`config.mk`:
```
export PLATFORM = sky130hd
export DESIGN_NAME = seg_frame_scheduler
export DESIGN_NICKNAME = d
export VERILOG_FILES = /design/src/rtl/seg_disp_pkg.sv /design/src/rtl/refresh_tick_gen.sv /design/src/rtl/seg_frame_scheduler.sv
export SDC_FILE = /design/constraint.sdc
export NUM_CORES = 1
export LEC_CHECK = 0
export ABC_CLOCK_PERIOD_IN_PS = 5800
export BUFFER_PORTS_ARGS = -buffer_cell sky130_fd_sc_hd__buf_2
export CELL_PAD_IN_SITES_DETAIL_PLACEMENT = 1
export CELL_PAD_IN_SITES_GLOBAL_PLACEMENT = 2
export CORE_AREA = 2 2 92 94
export CTS_CLUSTER_DIAMETER = 50
export DETAILED_ROUTE_END_ITERATION = 8
export DIE_AREA = 0 0 94 96
export PLACE_DENSITY_LB_ADDON = 0.1
export RECOVER_POWER = 25
export SLEW_MARGIN = 20
export SYNTH_ARGS = -nofsm -noshare
export SYNTH_HDL_FRONTEND = slang
export SYNTH_SLANG_ARGS = --single-unit
```
`constraint.sdc`:
```
create_clock -name clk -period 5.8 [get_ports clk]
set_clock_uncertainty 0.1 [all_clocks]
set_input_delay 0.58 -clock clk [delete_from_list [all_inputs] [get_ports clk]]
set_output_delay 0.58 -clock clk [all_outputs]
set_load 0.1 [all_outputs]
```
`src/rtl/seg_disp_pkg.sv`:
```
`default_nettype none
//==============================================================================
// seg_disp_pkg - shared types and frame builder for the 7-seg display path. Rev 1.0
//==============================================================================
package seg_disp_pkg;

  localparam int FRAME_W = 16;
  localparam int SEG_W   = 8;

  typedef enum logic [2:0] {
    ST_IDLE     = 3'd0,
    ST_LOAD     = 3'd1,
    ST_SHIFT_LO = 3'd2,
    ST_SHIFT_HI = 3'd3,
    ST_LATCH    = 3'd4
  } state_e;

  // Segment byte in the low half, one-hot digit select above it.
  function automatic logic [FRAME_W-1:0] build_frame(
    input logic [2:0]       idx,
    input logic [SEG_W-1:0] seg,
    input logic             blank
  );
    logic [FRAME_W-1:0] w;
    w = '0;
    w[SEG_W + int'(idx)] = 1'b1;
    if (!blank) begin
      w[SEG_W-1:0] = seg;
    end
    return w;
  endfunction

endpackage
`default_nettype wire

```
`src/rtl/refresh_tick_gen.sv`:
```
`default_nettype none
//==============================================================================
// refresh_tick_gen - free-running refresh counter with a one-cycle terminal tick. Rev 1.0
//==============================================================================
module refresh_tick_gen #(
  parameter int REFRESH_CYCLES = 50000
) (
  input  logic clk,
  input  logic rst_n,
  output logic tick
);

  localparam int CNT_W = (REFRESH_CYCLES > 1) ? $clog2(REFRESH_CYCLES) : 1;
  localparam logic [CNT_W-1:0] CNT_LAST = CNT_W'(REFRESH_CYCLES - 1);

  logic [CNT_W-1:0] cnt_q;
  logic [CNT_W-1:0] cnt_d;

  always_comb begin
    cnt_d = (cnt_q == CNT_LAST) ? '0 : cnt_q + 1'b1;
  end

  always_ff @(posedge clk or negedge rst_n) begin
    if (!rst_n) begin
      cnt_q <= '0;
    end else begin
      cnt_q <= cnt_d;
    end
  end

  assign tick = (cnt_q == CNT_LAST);

endmodule
`default_nettype wire

```
`src/rtl/seg_frame_scheduler.sv`:
```
`default_nettype none
//==============================================================================
// seg_frame_scheduler - loads, shifts and latches one display frame per refresh tick. Rev 1.0
//==============================================================================
module seg_frame_scheduler
  import seg_disp_pkg::*;
#(
  parameter int NUM_DIGITS     = 6,
  parameter int CLK_DIV        = 4,
  parameter int REFRESH_CYCLES = 50000
) (
  input  logic                      clk,
  input  logic                      rst_n,
  input  logic [NUM_DIGITS*8-1:0]   digit_data,
  input  logic                      blank,
  output logic                      sr_ena,
  output logic                      sr_write,
  output logic [15:0]               sr_word,
  output logic                      sclk,
  output logic                      rclk,
  output logic                      busy,
  output logic [2:0]                digit_idx
);

  localparam int PH_W = (CLK_DIV > 1) ? $clog2(CLK_DIV) : 1;
  localparam logic [PH_W-1:0] PH_LAST    = PH_W'(CLK_DIV - 1);
  localparam logic [3:0]      BIT_LAST   = 4'(FRAME_W - 1);
  localparam logic [2:0]      DIGIT_LAST = 3'(NUM_DIGITS - 1);

  logic tick;

  refresh_tick_gen #(
    .REFRESH_CYCLES(REFRESH_CYCLES)
  ) u_tick (
    .clk  (clk),
    .rst_n(rst_n),
    .tick (tick)
  );

  state_e               state_q,     state_d;
  logic [PH_W-1:0]      phase_q,     phase_d;
  logic [3:0]           bit_q,       bit_d;
  logic                 pending_q,   pending_d;
  logic [2:0]           digit_idx_q, digit_idx_d;
  logic                 sr_ena_q,    sr_ena_d;
  logic                 sr_write_q,  sr_write_d;
  logic [FRAME_W-1:0]   sr_word_q,   sr_word_d;
  logic                 sclk_q,      sclk_d;
  logic                 rclk_q,      rclk_d;
  logic                 busy_q,      busy_d;
  logic [SEG_W-1:0]     seg_sel;

  always_comb begin
    seg_sel = '0;
    for (int i = 0; i < NUM_DIGITS; i++) begin
      if (digit_idx_q == 3'(i)) begin
        seg_sel = digit_data[i*SEG_W +: SEG_W];
      end
    end
  end

  always_comb begin
    state_d     = state_q;
    phase_d     = phase_q;
    bit_d       = bit_q;
    pending_d   = pending_q;
    digit_idx_d = digit_idx_q;

    case (state_q)
      ST_IDLE: begin
        if (tick || pending_q) begin
          state_d   = ST_LOAD;
          pending_d = 1'b0;
        end
      end
      ST_LOAD: begin
        state_d = ST_SHIFT_LO;
        phase_d = '0;
        bit_d   = '0;
      end
      ST_SHIFT_LO: begin
        if (phase_q == PH_LAST) begin
          state_d = ST_SHIFT_HI;
          phase_d = '0;
        end else begin
          phase_d = phase_q + 1'b1;
        end
      end
      ST_SHIFT_HI: begin
        if (phase_q == PH_LAST) begin
          phase_d = '0;
          if (bit_q == BIT_LAST) begin
            state_d = ST_LATCH;
          end else begin
            bit_d   = bit_q + 4'd1;
            state_d = ST_SHIFT_LO;
          end
        end else begin
          phase_d = phase_q + 1'b1;
        end
      end
      ST_LATCH: begin
        if (phase_q == PH_LAST) begin
          state_d     = ST_IDLE;
          phase_d     = '0;
          digit_idx_d = (digit_idx_q == DIGIT_LAST) ? 3'd0 : digit_idx_q + 3'd1;
        end else begin
          phase_d = phase_q + 1'b1;
        end
      end
      default: begin
        state_d = ST_IDLE;
        phase_d = '0;
      end
    endcase

    if (tick && (state_q != ST_IDLE)) begin
      pending_d = 1'b1;
    end

    // Outputs are registered from the next state so they line up with state_q.
    sr_write_d = (state_d == ST_LOAD);
    sr_ena_d   = (state_d == ST_LOAD) ||
                 ((state_d == ST_SHIFT_HI) && (phase_d == PH_LAST) && (bit_d != BIT_LAST));
    sr_word_d  = (state_d == ST_LOAD) ? build_frame(digit_idx_q, seg_sel, blank) : sr_word_q;
    sclk_d     = (state_d == ST_SHIFT_HI);
    rclk_d     = (state_d == ST_LATCH);
    busy_d     = (state_d != ST_IDLE);
  end

  always_ff @(posedge clk or negedge rst_n) begin
    if (!rst_n) begin
      state_q     <= ST_IDLE;
      phase_q     <= '0;
      bit_q       <= '0;
      pending_q   <= 1'b0;
      digit_idx_q <= '0;
      sr_ena_q    <= 1'b0;
      sr_write_q  <= 1'b0;
      sr_word_q   <= '0;
      sclk_q      <= 1'b0;
      rclk_q      <= 1'b0;
      busy_q      <= 1'b0;
    end else begin
      state_q     <= state_d;
      phase_q     <= phase_d;
      bit_q       <= bit_d;
      pending_q   <= pending_d;
      digit_idx_q <= digit_idx_d;
      sr_ena_q    <= sr_ena_d;
      sr_write_q  <= sr_write_d;
      sr_word_q   <= sr_word_d;
      sclk_q      <= sclk_d;
      rclk_q      <= rclk_d;
      busy_q      <= busy_d;
    end
  end

  assign sr_ena    = sr_ena_q;
  assign sr_write  = sr_write_q;
  assign sr_word   = sr_word_q;
  assign sclk      = sclk_q;
  assign rclk      = rclk_q;
  assign busy      = busy_q;
  assign digit_idx = digit_idx_q;

endmodule
`default_nettype wire

```
# [Word-level counts from Yosys, hierarchy flattened]
# Cells that the tools add are included.
[classes] add_sub_neg=5 magnitude_cmp=2 n_eq_ne=17 n_mux=25 reduce_logical=15
[op_table] cell="8-bit two-way mux" n=7
[op_table] cell="3-bit two-way mux" n=6
[op_table] cell="16-bit by 1-bit adder with 16-bit output (second input constant)" n=1
[op_table] cell="16-bit equality test (second input constant)" n=1
[op_table] cell="16-bit two-way mux" n=1
[op_table] cell="3-bit by 2-bit equality test with 1-bit output (second input constant)" n=5
[op_table] cell="3-bit case mux with 5 select lines" n=1
[op_table] cell="3-bit equality test (second input constant)" n=4
[op_table] cell="3-bit by 1-bit equality test with 1-bit output (second input constant)" n=3
[op_table] cell="4-bit two-way mux" n=2
[op_table] cell="4-bit case mux with 2 select lines" n=1
[op_table] cell="3-bit logical NOT" n=2
[op_table] cell="3-bit nonzero test" n=2
[op_table] cell="4-bit by 3-bit adder with 5-bit output (first input constant)" n=1
[op_table] cell="5-bit by 1-bit greater-or-equal comparator with 1-bit output (second input constant)" n=1
[op_table] cell="5-bit less-than comparator (second input constant)" n=1
[op_table] cell="4-bit by 1-bit adder with 4-bit output (second input constant)" n=1
[op_table] cell="1-bit demux with 4-bit select" n=1
[op_table] cell="2-bit equality test (second input constant)" n=2
[op_table] cell="4-bit equality test (second input constant)" n=1
[op_table] cell="1-bit logical AND" n=4
[op_table] cell="1-bit two-way mux" n=4
[op_table] cell="4-bit != test (second input constant)" n=1
[op_table] cell="2-bit case mux with 2 select lines" n=1
[op_table] cell="other kinds (7)" n=10
[word_totals] reg_bits=50 input_bits=51 output_inout_bits=24

# [Logic depth before layout (Yosys ltp)]
# Gate-level depths: netlist of run 1.
[logic_depth] depth_word=8 depth_mapped=10

# [Cells and area by module]
# A second synthesis of run 1 with hierarchy kept.
[unflattened] cells_unflattened=283 area_unflattened_um2=2723.9
[by_module_without_submodules] mod="seg_frame_scheduler" instances=1 cells_each=216 area_each_um2=1961.9 seq_area_each_um2=850.8
[by_module_without_submodules] mod="refresh_tick_gen" instances=1 cells_each=67 area_each_um2=762.0 seq_area_each_um2=400.4

# [Worst setup path after synthesis of run 1]
# Ideal clock, no wire load.
[synth_timing] path_type="reg-to-reg" start="register digit_idx_q[2] (netlist: digit_idx[2])" end="register sr_word_q[0] (netlist: sr_word[0])" setup_ns=0.076 arrival_ns=2.702 t_required_ns=5.624 slack_ns=2.922 path_stages_with_launch=8 path_buffers=1 cell_sequence="dfrtp_1 clkinv_1 ha_1 clkbuf_1 nor2_1 o211ai_1 a221o_1 o21ai_1"
[synth_via] elab_chain_cells=8
[synth_lines] element="from (decl)" line_no="seg_frame_scheduler.sv:44" rtl="logic [2:0] digit_idx_q, digit_idx_d;"
[synth_lines] element="from (signal assigned)" line_no="seg_frame_scheduler.sv:149" rtl="digit_idx_q <= digit_idx_d;"
[synth_lines] element="branches (longest 7 deep; another with 4-bit by 3-bit adder with 5-bit output)"
[synth_lines] element="8-bit two-way mux *" line_no="seg_disp_pkg.sv:27" rtl="if (!blank) begin"
[synth_lines] element="to (signal assigned)" line_no="seg_frame_scheduler.sv:152" rtl="sr_word_q <= sr_word_d;"
[synth_lines] element="to (decl)" line_no="seg_frame_scheduler.sv:47" rtl="logic [FRAME_W-1:0] sr_word_q, sr_word_d;"
# Mark *: on every way between the ends.
# A chain may end at the register's enable or synchronous reset.

==> results of run 1 <==
==> registers in the layout, indices dropped and copies added, names as in the netlist <==
register,flops
sclk,1
sr_write,1
u_tick.cnt_q,16
sr_word,16
pending_q,1
sr_ena,1
digit_idx,3
busy,1
state_q,3
rclk,1
phase_q,2
bit_q,4
==> Yosys cell counts, types with 2 or more instances <==
| cell | n | share of area (%) |
|---|---|---|
| a21oi_1 | 12 | 2.3 |
| a221o_1 | 8 | 3.0 |
| a22o_1 | 2 | 0.66 |
| a22oi_1 | 2 | 0.57 |
| a2bb2oi_1 | 8 | 2.7 |
| a31oi_1 | 2 | 0.47 |
| and3_1 | 2 | 0.47 |
| and4_1 | 2 | 0.66 |
| buf_2 | 6 | 1.1 |
| clkbuf_1 | 9 | 1.3 |
| dfrtp_1 | 50 | 47 |
| ha_1 | 4 | 1.9 |
| inv_1 | 3 | 0.43 |
| mux2_2 | 2 | 0.85 |
| mux2i_1 | 8 | 3.0 |
| nand2_1 | 29 | 4.1 |
| nand2b_1 | 9 | 2.1 |
| nand3_1 | 9 | 1.7 |
| nand3b_1 | 4 | 1.1 |
| nand4_1 | 3 | 0.71 |
| nand4b_1 | 2 | 0.66 |
| nor2_1 | 23 | 3.3 |
| nor2b_1 | 2 | 0.47 |
| nor3_1 | 4 | 0.76 |
| o211ai_1 | 9 | 2.6 |
| o21ai_0 | 3 | 0.57 |
| o21ai_1 | 12 | 2.3 |
| o31ai_1 | 4 | 1.1 |
| o41ai_1 | 2 | 0.66 |
| or2_2 | 3 | 0.71 |
| xnor2_1 | 6 | 2.0 |
| xor2_1 | 10 | 3.3 |
==> worst max-delay path by stage <==
stage	cells past startpoint	slack, ns	startpoint	to
floorplan	7	2.92	digit_idx[2]$_DFFE_PN0P_	sr_word[0]$_DFFE_PN0P_
global placement	7	3.14	digit_idx[0]$_DFFE_PN0P_	sr_word[7]$_DFFE_PN0P_
detailed placement	7	3.10	digit_idx[0]$_DFFE_PN0P_	sr_word[3]$_DFFE_PN0P_
CTS	7	3.03	digit_idx[0]$_DFFE_PN0P_	sr_word[3]$_DFFE_PN0P_
global route	2	2.30	rst_n	sr_word[3]$_DFFE_PN0P_
finish	2	2.93	rst_n	sr_word[3]$_DFFE_PN0P_
==> cell type report <==
type | count | share of cell area (%)
Timing Repair Buffer | 76 | 11.9
Multi-Input combinational cell | 198 | 40.7
Clock inverter | 3 | 1.53
Sequential cell | 50 | 39.1
Inverter | 4 | 0.469
Tap cell | 105 | 4.11
Clock buffer | 5 | 2.15
==> placed cells by master, fill, tap and decap left out, types with 3 or more instances in the layout <==
cell type,count
o31ai_1,4
nand3_1,9
nor2_1,23
buf_2,74
nand2_1,29
nand3b_1,4
xnor2_1,6
nand4_1,3
ha_1,4
a2bb2oi_1,8
a21oi_1,12
dfrtp_1,50
o21ai_1,12
a221o_1,8
o211ai_1,9
xor2_1,10
clkbuf_8,5
inv_1,3
nand2b_1,9
nor3_1,4
mux2i_1,8
o21ai_0,3
or2_2,3
==> through the flow <==
step / utilization [%] / cells / total power [W]
2_1_floorplan: - / 268 / 0.000366
3_3_place_gp: 38.3 / 433 / 0.000393
3_5_place_dp: 38.3 / 433 / 0.000392
4_1_cts: 39.8 / 441 / 0.000656
5_1_grt: 39.7 / 441 / 0.000675
6_report: 39.7 / 441 / 0.000644
==> power groups by stage <==
stage | Clock [W] | Combinational, W | Sequential (W)
floorplan | 0 | 0.0000106 | 0.000355
global placement | 0 | 0.0000376 | 0.000355
detailed placement | 0 | 0.0000373 | 0.000355
CTS | 0.000271 | 0.0000372 | 0.000348
global route | 0.000286 | 0.0000413 | 0.000349
finish | 0.000260 | 0.0000356 | 0.000348
==> cells by family (layout without fill, tap and decap cells) <==
kind of cell | Yosys count | count (layout)
multiplexers | 10 | 10
XOR/XNOR | 16 | 16
flip-flops | 50 | 50
buffers and inverters | 20 | 88
AO/OA/AOI/OAI | 70 | 70
AND/OR/NAND/NOR | 98 | 98
adder cells (fa/ha/maj) | 4 | 4
==> per-layer routing <==
metal  vias up  routed length (um)
li1       1105                   -
met1      1039                3110
met2        57                3110
met3         2                 373
met4         0                  40
met5         -                   0
==> out/qor.yml, run 1 <==
synth_fa_ha_area_share_pct: 1.90
cts_resized: 0
swShare_pct: 22.6
async_flop_share_pct: 100
cts_setup_buffers: 0
p_per_area_mw_per_mm2: 201
grt_use_met2_pct: 25.6
seq_area_mm2: 0.00125
yosys_warnings: 0
start_kind: "input port"
setup-tns-final_ns: 0
die-area_mm2: 0.00902
peakVddDrop_v: 0.0000788
start_util_pct: 32.7
switching_power_w: 0.000145
final_nets: 390
crit_path_top_delay_cell: "clkbuf_1"
r2r_cells: 7
h-tree-depth: 2
status: "finished with violations"
synth-compound-area-share_pct: 18.9
core_mm2: 0.00805
hold_start: "u_tick.cnt_q[0]$_DFF_PN0_"
synthFlopType: "dfrtp_1"
drive_gt1_share_pct: 27.4
wl_per_cell_um: 15.0
worst-slew-pin-transition_ns: 2.73
min_period_ns: 2.87
holdWs_ns: 0.360
clk-insertion-delay-late_ns: 0.31
cts_buffer_depth: 2
num_rows: 33
crit_chain: "buf_2, clkbuf_1"
hold_path_end: "u_tick.cnt_q[0]$_DFF_PN0_"
rsz0062_at_grt: "no"
setup_viol: 0
worstPathRequired_ns: 5.53
syn-num-nets: 323
relSlewSlack_pct: -81.8
syn2layout_area_growth_pct: 21.4
post-place-ws_ns: 3.10
crit_type: "in -> async"
finalHoldViolCount: 0
worst-path-buf-inv: 2
period_share_pct: 49.5
cts_tree: "done"
slowest_delay_ns: 1.92
grt.met3_usage_pct: 4.07
fin_ws_ns: 2.93
clock_power_share_pct: 40.4
synth_cell_types: 46
synth_top_family_by_area: "simple AND/OR/NAND/NOR gates"
multiInputGateArea_mm2: 0.00130
cap_violations: 1
path_delay_family: "buffers and inverters"
placed_area_mm2: 0.00308
reg2reg_slack_ns: 3.05
cts_hold_buf: 0
synth.avg_cell_area_um2: 9.83
synth_area_mm2: 0.00264
holdPathStages: 1
antenna_found_initial: 0
ant_nets: 0
top_usage_layer: "met2"
fmax_ghz: 0.349
endpoint_kind: "async pin"
n_antenna_cell: 0
clkTransAtPathRegs_ns: 0.10
cts_buffers: 5
ios: 75
synthCells: 268
grt_max_degree: 51
n_fill_cell: 975
slew_violations: 51
drt_iter0_markers: 52
synth_edf_count: 0
die_y_um: 96
ys_ff_latch: 50
final_area_mm2: 0.00320
pwr-share-seq_pct: 54.1
die_x_um: 94
p_int_w: 0.000499
dr.pass1.iters: 4
violations: "max-capacitance violations, max-slew violations"
seq_area_frac_synth_pct: 47.5
cp_max_fo: 50
grt.total_usage_pct: 15.6
routabilityCongestion: 0.783
holdCritPathClass: "reg -> reg"
routed_wirelength_um: 6640
r2r_start: "digit_idx[0]$_DFFE_PN0P_"
clock-sinks: 50
p_comb_share_pct: 5.5
vias: 2203
grt_pass1_vias: 2304
arrival_ns: 2.60
grt_use_met1_pct: 20.7
synth_xor_area_share_pct: 5.32
viasPerCell: 5.00
cts-root-buf: "clkbuf_8"
yosys.area_share.simple_pct: 19.4
rr_endpoint: "sr_word[3]$_DFFE_PN0P_"
grt_overflow: 0
grt_pass1_wl_um: 11200
portBuffers: 74
synth_mux_area_share_pct: 3.89
hpwl_um: 4940
drc: 0
p_leak_nw: 1.50
Note: power is estimated with default switching activity, not from simulation.
==> run 2, diff against run 1 <==
--- a/config.mk
+++ b/config.mk
@@ -5,14 +5,14 @@
 export SDC_FILE = /design/constraint.sdc
 export NUM_CORES = 1
 export LEC_CHECK = 0
-export ABC_CLOCK_PERIOD_IN_PS = 5800
+export ABC_CLOCK_PERIOD_IN_PS = 2510
 export BUFFER_PORTS_ARGS = -buffer_cell sky130_fd_sc_hd__buf_2
 export CELL_PAD_IN_SITES_DETAIL_PLACEMENT = 1
 export CELL_PAD_IN_SITES_GLOBAL_PLACEMENT = 2
-export CORE_AREA = 2 2 92 94
+export CORE_AREA = 2 2 101 103
 export CTS_CLUSTER_DIAMETER = 50
 export DETAILED_ROUTE_END_ITERATION = 8
-export DIE_AREA = 0 0 94 96
+export DIE_AREA = 0 0 103 105
 export PLACE_DENSITY_LB_ADDON = 0.1
 export RECOVER_POWER = 25
 export SLEW_MARGIN = 20
==> constraint.sdc (replaced) <==
create_clock -name clk -period 2.51 [get_ports clk]
set_clock_uncertainty 0.1 [all_clocks]
set_input_delay 0.251 -clock clk [delete_from_list [all_inputs] [get_ports clk]]
set_output_delay 0.251 -clock clk [all_outputs]
set_load 0.1 [all_outputs]
==> run 2 against run 1 <==
Compared with the run above:
- the flow now finishes without violations
- critical path depth up 5
- core utilization down 5.9 points
- final cell count up 7.3%
- clock-buffer cell count up 1
- non-clock buffer count up 4
- clock power up 89%
- critical path type is now reg -> reg
==> out/qor.yml, run 2 (synthesis gave the netlist of run 1 again) <==
status: "finished, final reports clean"
holdWs_ns: 0.245  # -0.115 ns
ios: 75  # unchanged
clkTransAtPathRegs_ns: 0.09  # about the same
final_area_mm2: 0.00326  # +2.1%
cp_max_fo: 18  # -64%
routed_wirelength_um: 6990  # +5.4%
layout_commonest_cell: "buf_2"
endpoint_kind: "flip-flop"
start_kind: "flip-flop"
drt_iter0_markers: 66  # +27%
holdCritPathClass: "in -> reg"
setup-tns-final_ns: 0  # unchanged
start_util_pct: 27.3  # -5.4 points
die_x_um: 103  # +9.6%
final_nets: 394  # +1.0%
die-area_mm2: 0.0108  # +20%
ant_nets: 0  # unchanged
grt_overflow: 0  # unchanged
cts-root-buf: "clkbuf_8"
min_period_ns: 2.23
p_per_area_mw_per_mm2: 424  # +110%
slew_violations: 0  # -100%
grt_pass1_vias: 2372  # +3.0%
vias: 2238  # +1.6%
arrival_ns: 2.35  # -0.25 ns
crit_chain: "nand2_1, inv_1, ha_1, nor2_2, o211ai_1, a221o_1, o21ai_1"
seq_area_mm2: 0.00125  # +0.30%
viasPerCell: 4.73  # -5.3%
worst-slew-pin-transition_ns: 1.26  # -1.47 ns
dr.pass1.iters: 4  # unchanged
period_share_pct: 88.8
n_antenna_cell: 0  # unchanged
grt_use_met1_pct: 17.6  # -3.1 points
grt_use_met2_pct: 21.9  # -3.7 points
multiInputGateArea_mm2: 0.00130  # +0.19%
clk-insertion-delay-late_ns: 0.30  # about the same
slowest_delay_ns: 0.53  # -1.39 ns
routabilityCongestion: 0.748  # -4.4%
drive_gt1_share_pct: 29.1  # +1.7 points
setup_viol: 0  # unchanged
rsz0062_at_grt: "no"
worstPathRequired_ns: 2.63  # -2.90 ns
placed_area_mm2: 0.00316  # +2.5%
grt.total_usage_pct: 13.5  # -2.1 points
h-tree-depth: 2  # unchanged
finalHoldViolCount: 0  # unchanged
mostFrequentLayoutCells: "73 x buf_2, 47 x dfrtp_1, 29 x nand2_1"
relSlewSlack_pct: 16.3  # +98 points
hpwl_um: 5350  # +8.3%
portBuffers: 74  # unchanged
num_rows: 36  # +9.1%
peakVddDrop_v: 0.000200  # +150%
top_usage_layer: "met2"
grt.met3_usage_pct: 3.75  # -0.33 points
cts_tree: "done"
wl_per_cell_um: 14.8  # -1.8%
p_leak_nw: 1.51  # +0.77%
grt_max_degree: 31  # -39%
crit_type: "reg -> reg"
cap_violations: 0  # -1
cts_setup_buffers: 0  # unchanged
syn2layout_area_growth_pct: 23.9
die_y_um: 105  # +9.4%
n_fill_cell: 1179  # +21%
core_mm2: 0.00964  # +20%
crit_path_top_delay_cell: "dfrtp_2"
cts_buffer_depth: 2  # unchanged
clock-sinks: 50  # unchanged
antenna_found_initial: 0  # unchanged
fmax_ghz: 0.449
cts_buffers: 5  # unchanged
drc: 0  # unchanged
grt_pass1_wl_um: 11800  # +5.2%
run 2: metal layers:
| metal | part of all wire [%] | up-vias |
|---|---|---|
| met5 | 0 | - |
| met4 | 0.76 | 0 |
| met3 | 5.8 | 4 |
| met2 | 47 | 56 |
| met1 | 46 | 1060 |
| li1 | - | 1118 |
run 2: power by group:
group	leakage [nW]	total (W)	internal, W	switching, W
registers	0.638	0.000805	0.000805	0
clock network	0.0472	0.000492	0.000222	0.000270
logic	0.829	0.0000869	0.0000473	0.0000397
total	1.51	0.00138	0.00107	0.000310
run 2: critical path, delay by kind of cell (launching register included):
kind	cells	cell delay (ns)
compound gates	3	0.67
flops	1	0.53
simple gates	2	0.48
fa+ha+maj	1	0.30
buf+inv	1	0.06
run 2: path summary, 6_finish.rpt:
| path | endpoint | from | slack [ns] | cells past startpoint |
|---|---|---|---|---|
| max | sr_word[3]$_DFFE_PN0P_ | digit_idx[1]$_DFFE_PN0P_ | 0.28 | 7 |
| min | sr_word[7]$_DFFE_PN0P_ | blank | 0.24 | 3 |
| max reg2reg | sr_word[3]$_DFFE_PN0P_ | digit_idx[1]$_DFFE_PN0P_ | 0.28 | 7 |
| min reg2reg | u_tick.cnt_q[0]$_DFF_PN0_ | u_tick.cnt_q[0]$_DFF_PN0_ | 0.36 | 1 |
| max in group asynchronous | digit_idx[2]$_DFFE_PN0P_ | rst_n | 0.83 | 2 |
| min in group asynchronous | bit_q[3]$_DFF_PN0_ | rst_n | 0.65 | 2 |
run 2: per-stage QoR:
stage               std cells  worst slack [ns]  utilization, %  power (W)
CTS                       473             0.226            33.9    0.00142
finish                    473             0.282            33.9    0.00138
global placement          464             0.295            32.8   0.000909
detailed placement        464             0.254            32.8   0.000910
global route              473            0.0629            33.9    0.00146
floorplan                 268           0.00694               -   0.000846
run 2: cell type report:
| type | count | share of cell area (%) |
|---|---|---|
| inverters | 4 | 0.460 |
| well taps | 133 | 5.10 |
| clock inverters | 2 | 0.383 |
| clock buffers | 6 | 2.53 |
| repair buffers | 80 | 13.1 |
| flip-flops and latches | 50 | 38.4 |
| multi-input cells | 198 | 39.9 |
run 2: timing repair:
action,CTS,global route
resized for setup,0,0
endpoints found under the hold margin,20,0
hold buffers,1,0
==> run 3, diff against run 2 <==
--- a/config.mk
+++ b/config.mk
@@ -13,7 +13,7 @@
 export CTS_CLUSTER_DIAMETER = 50
 export DETAILED_ROUTE_END_ITERATION = 8
 export DIE_AREA = 0 0 103 105
-export PLACE_DENSITY_LB_ADDON = 0.1
+export PLACE_DENSITY_LB_ADDON = 0.12
 export RECOVER_POWER = 25
 export SLEW_MARGIN = 20
 export SYNTH_ARGS = -nofsm -noshare
==> run 3 against run 2 <==
Compared with the run above:
- clock power increased by 23%
- non-clock buffer count unchanged
- highest routed layer unchanged
- sequential share of layout area decreased by 0.10 points
- global-route usage decreased by 0.068 points
- critical path type unchanged
- register-to-register slack about the same
- largest power group unchanged
- first-iteration DRC count unchanged
- clock-buffer cell count decreased by 1
- total power increased by 7.9%
- critical path depth decreased by 1
- fmax decreased by 0.65%
==> out/qor.yml, run 3 (synthesis gave the netlist of run 1 again) <==
start_util_pct: 27.3  # unchanged
cts_buffers: 5  # unchanged
grt_overflow: 0  # unchanged
cts-root-buf: "clkbuf_8"
drive_gt1_share_pct: 29.4  # +0.29 points
drt_iter0_markers: 66  # unchanged
finalHoldViolCount: 0  # unchanged
die_y_um: 105  # unchanged
ant_nets: 0  # unchanged
setup_viol: 0  # unchanged
slew_violations: 0  # unchanged
h-tree-depth: 2  # unchanged
status: "finished, final reports clean"
die-area_mm2: 0.0108  # unchanged
crit_start: "u_tick.cnt_q[0]$_DFF_PN0_"
worstPathRequired_ns: 2.60  # -0.03 ns
ios: 75  # unchanged
mostFrequentLayoutCells: "74 x buf_2, 47 x dfrtp_1, 29 x nand2_1"
placed_area_mm2: 0.00315  # -0.40%
routabilityCongestion: 0.705  # -5.8%
arrival_ns: 2.33  # -0.02 ns
rsz0062_at_grt: "no"
final_nets: 394  # unchanged
vias: 2213  # -1.1%
cts_resized: 0  # unchanged
num_rows: 36  # unchanged
p_leak_nw: 1.52  # +0.44%
portBuffers: 74  # unchanged
die_x_um: 103  # unchanged
fmax_ghz: 0.446  # -0.65%
min_period_ns: 2.24  # +0.0147 ns
slowest_delay_ns: 0.66  # +0.13 ns
crit_path_top_delay_cell: "o21ai_2"
clock-sinks: 50  # unchanged
peakVddDrop_v: 0.000214  # +7.2%
grt_pass1_wl_um: 11800  # about the same
routed_wirelength_um: 6970  # -0.33%
r2r_start: "u_tick.cnt_q[0]$_DFF_PN0_"
period_share_pct: 89.4  # +0.58 points
setup-tns-final_ns: 0  # unchanged
crit_type: "reg -> reg"
relSlewSlack_pct: 16.4  # +0.076 points
holdWs_ns: 0.237  # -0.00770 ns
p_per_area_mw_per_mm2: 456  # +7.6%
cp_max_fo: 19  # +1
clkTransAtPathRegs_ns: 0.11  # +0.02 ns
antenna_found_initial: 0  # unchanged
cap_violations: 0  # unchanged
dr.pass1.iters: 4  # unchanged
wl_per_cell_um: 14.7  # -0.33%
start_kind: "flip-flop"
grt.total_usage_pct: 13.4  # -0.068 points
cts_tree: "done"
endpoint_kind: "flip-flop"
hpwl_um: 5280  # -1.2%
core_mm2: 0.00964  # unchanged
grt_max_degree: 51  # +65%
clk-insertion-delay-late_ns: 0.31  # about the same
holdCritPathClass: "in -> reg"
syn2layout_area_growth_pct: 24.2
viasPerCell: 4.68  # -1.1%
worst-slew-pin-transition_ns: 1.25  # -0.00114 ns
n_antenna_cell: 0  # unchanged
final_area_mm2: 0.00327  # +0.27%
cts_buffer_depth: 2  # unchanged
crit_chain: "ha_1, nand3_1, nor4_4, o21ai_2, inv_1, or2_2"
layout_commonest_cell: "buf_2"
hold_start: "blank"
drc: 0  # unchanged
grt_pass1_vias: 2375  # +0.13%
## run 3: cell types whose count changed in the layout (fill, tap and decap cells not counted)
cell / previous run / this run
inv_8: 0 / 1
bufinv_16: 0 / 1
clkbuf_8: 6 / 5
clkinv_2: 1 / 0
clkbuf_1: 1 / 0
buf_2: 73 / 74
buf_12: 1 / 0
clkbuf_2: 0 / 1
## run 3: repair_timing
| item | in CTS | in global routing |
|---|---|---|
| hold endpoints to repair | 50 | 0 |
| setup endpoints to repair | 0 | 0 |
| hold buffers | 1 | 0 |
| setup buffers | 0 | 0 |
## run 3: layout make-up
class	instances	area, um^2
Multi-Input combinational cell	198	1300
Fill cell	1167	6370
Clock inverter	3	48.8
Clock buffer	5	68.8
Sequential cell	50	1250
Inverter	4	15.0
Timing Repair Buffer	80	415
Tap cell	133	166
## run 3: path summary, 6_finish.rpt
path                            slack (ns)                         to  cells after the start
worst max-delay path                  0.27       state_q[0]$_DFF_PN0_                      6
worst min-delay path                  0.24     sr_word[1]$_DFFE_PN0P_                      3
worst max register to register        0.27       state_q[0]$_DFF_PN0_                      6
worst min register to register        0.38  u_tick.cnt_q[0]$_DFF_PN0_                      1
max in group asynchronous             0.75   digit_idx[0]$_DFFE_PN0P_                      3
min in group asynchronous             0.73         bit_q[3]$_DFF_PN0_                      3
## run 3: critical path: cells and delay by family (launching register included)
kind            cells  cell delay (ns)
compound gates      1             0.66
fa+ha+maj           1             0.23
buf+inv             1             0.14
flops               1             0.42
simple gates        3             0.58
## run 3: where the power goes
group	internal, W	switching [W]	total (W)
Sequential	0.000805	0	0.000805
Clock	0.000304	0.000300	0.000604
Combinational	0.0000447	0.0000393	0.0000840
## run 3: metrics by stage
step	worst slack [ns]	power, W	utilization (%)	cells
2_1_floorplan	0.00694	0.000846	-	268
3_3_place_gp	0.310	0.000907	32.7	464
3_5_place_dp	0.259	0.000907	32.7	464
4_1_cts	0.241	0.00153	34.0	473
5_1_grt	0.0679	0.00157	34.0	473
6_report	0.267	0.00149	34.0	473
## run 3: layer usage
layer	global-route usage, %	up-vias	wire (um)
li1	-	1118	-
met1	19.0	1040	3410
met2	20.8	53	3120
met3	3.95	2	430
met4	1.69	0	9
met5	0	-	0
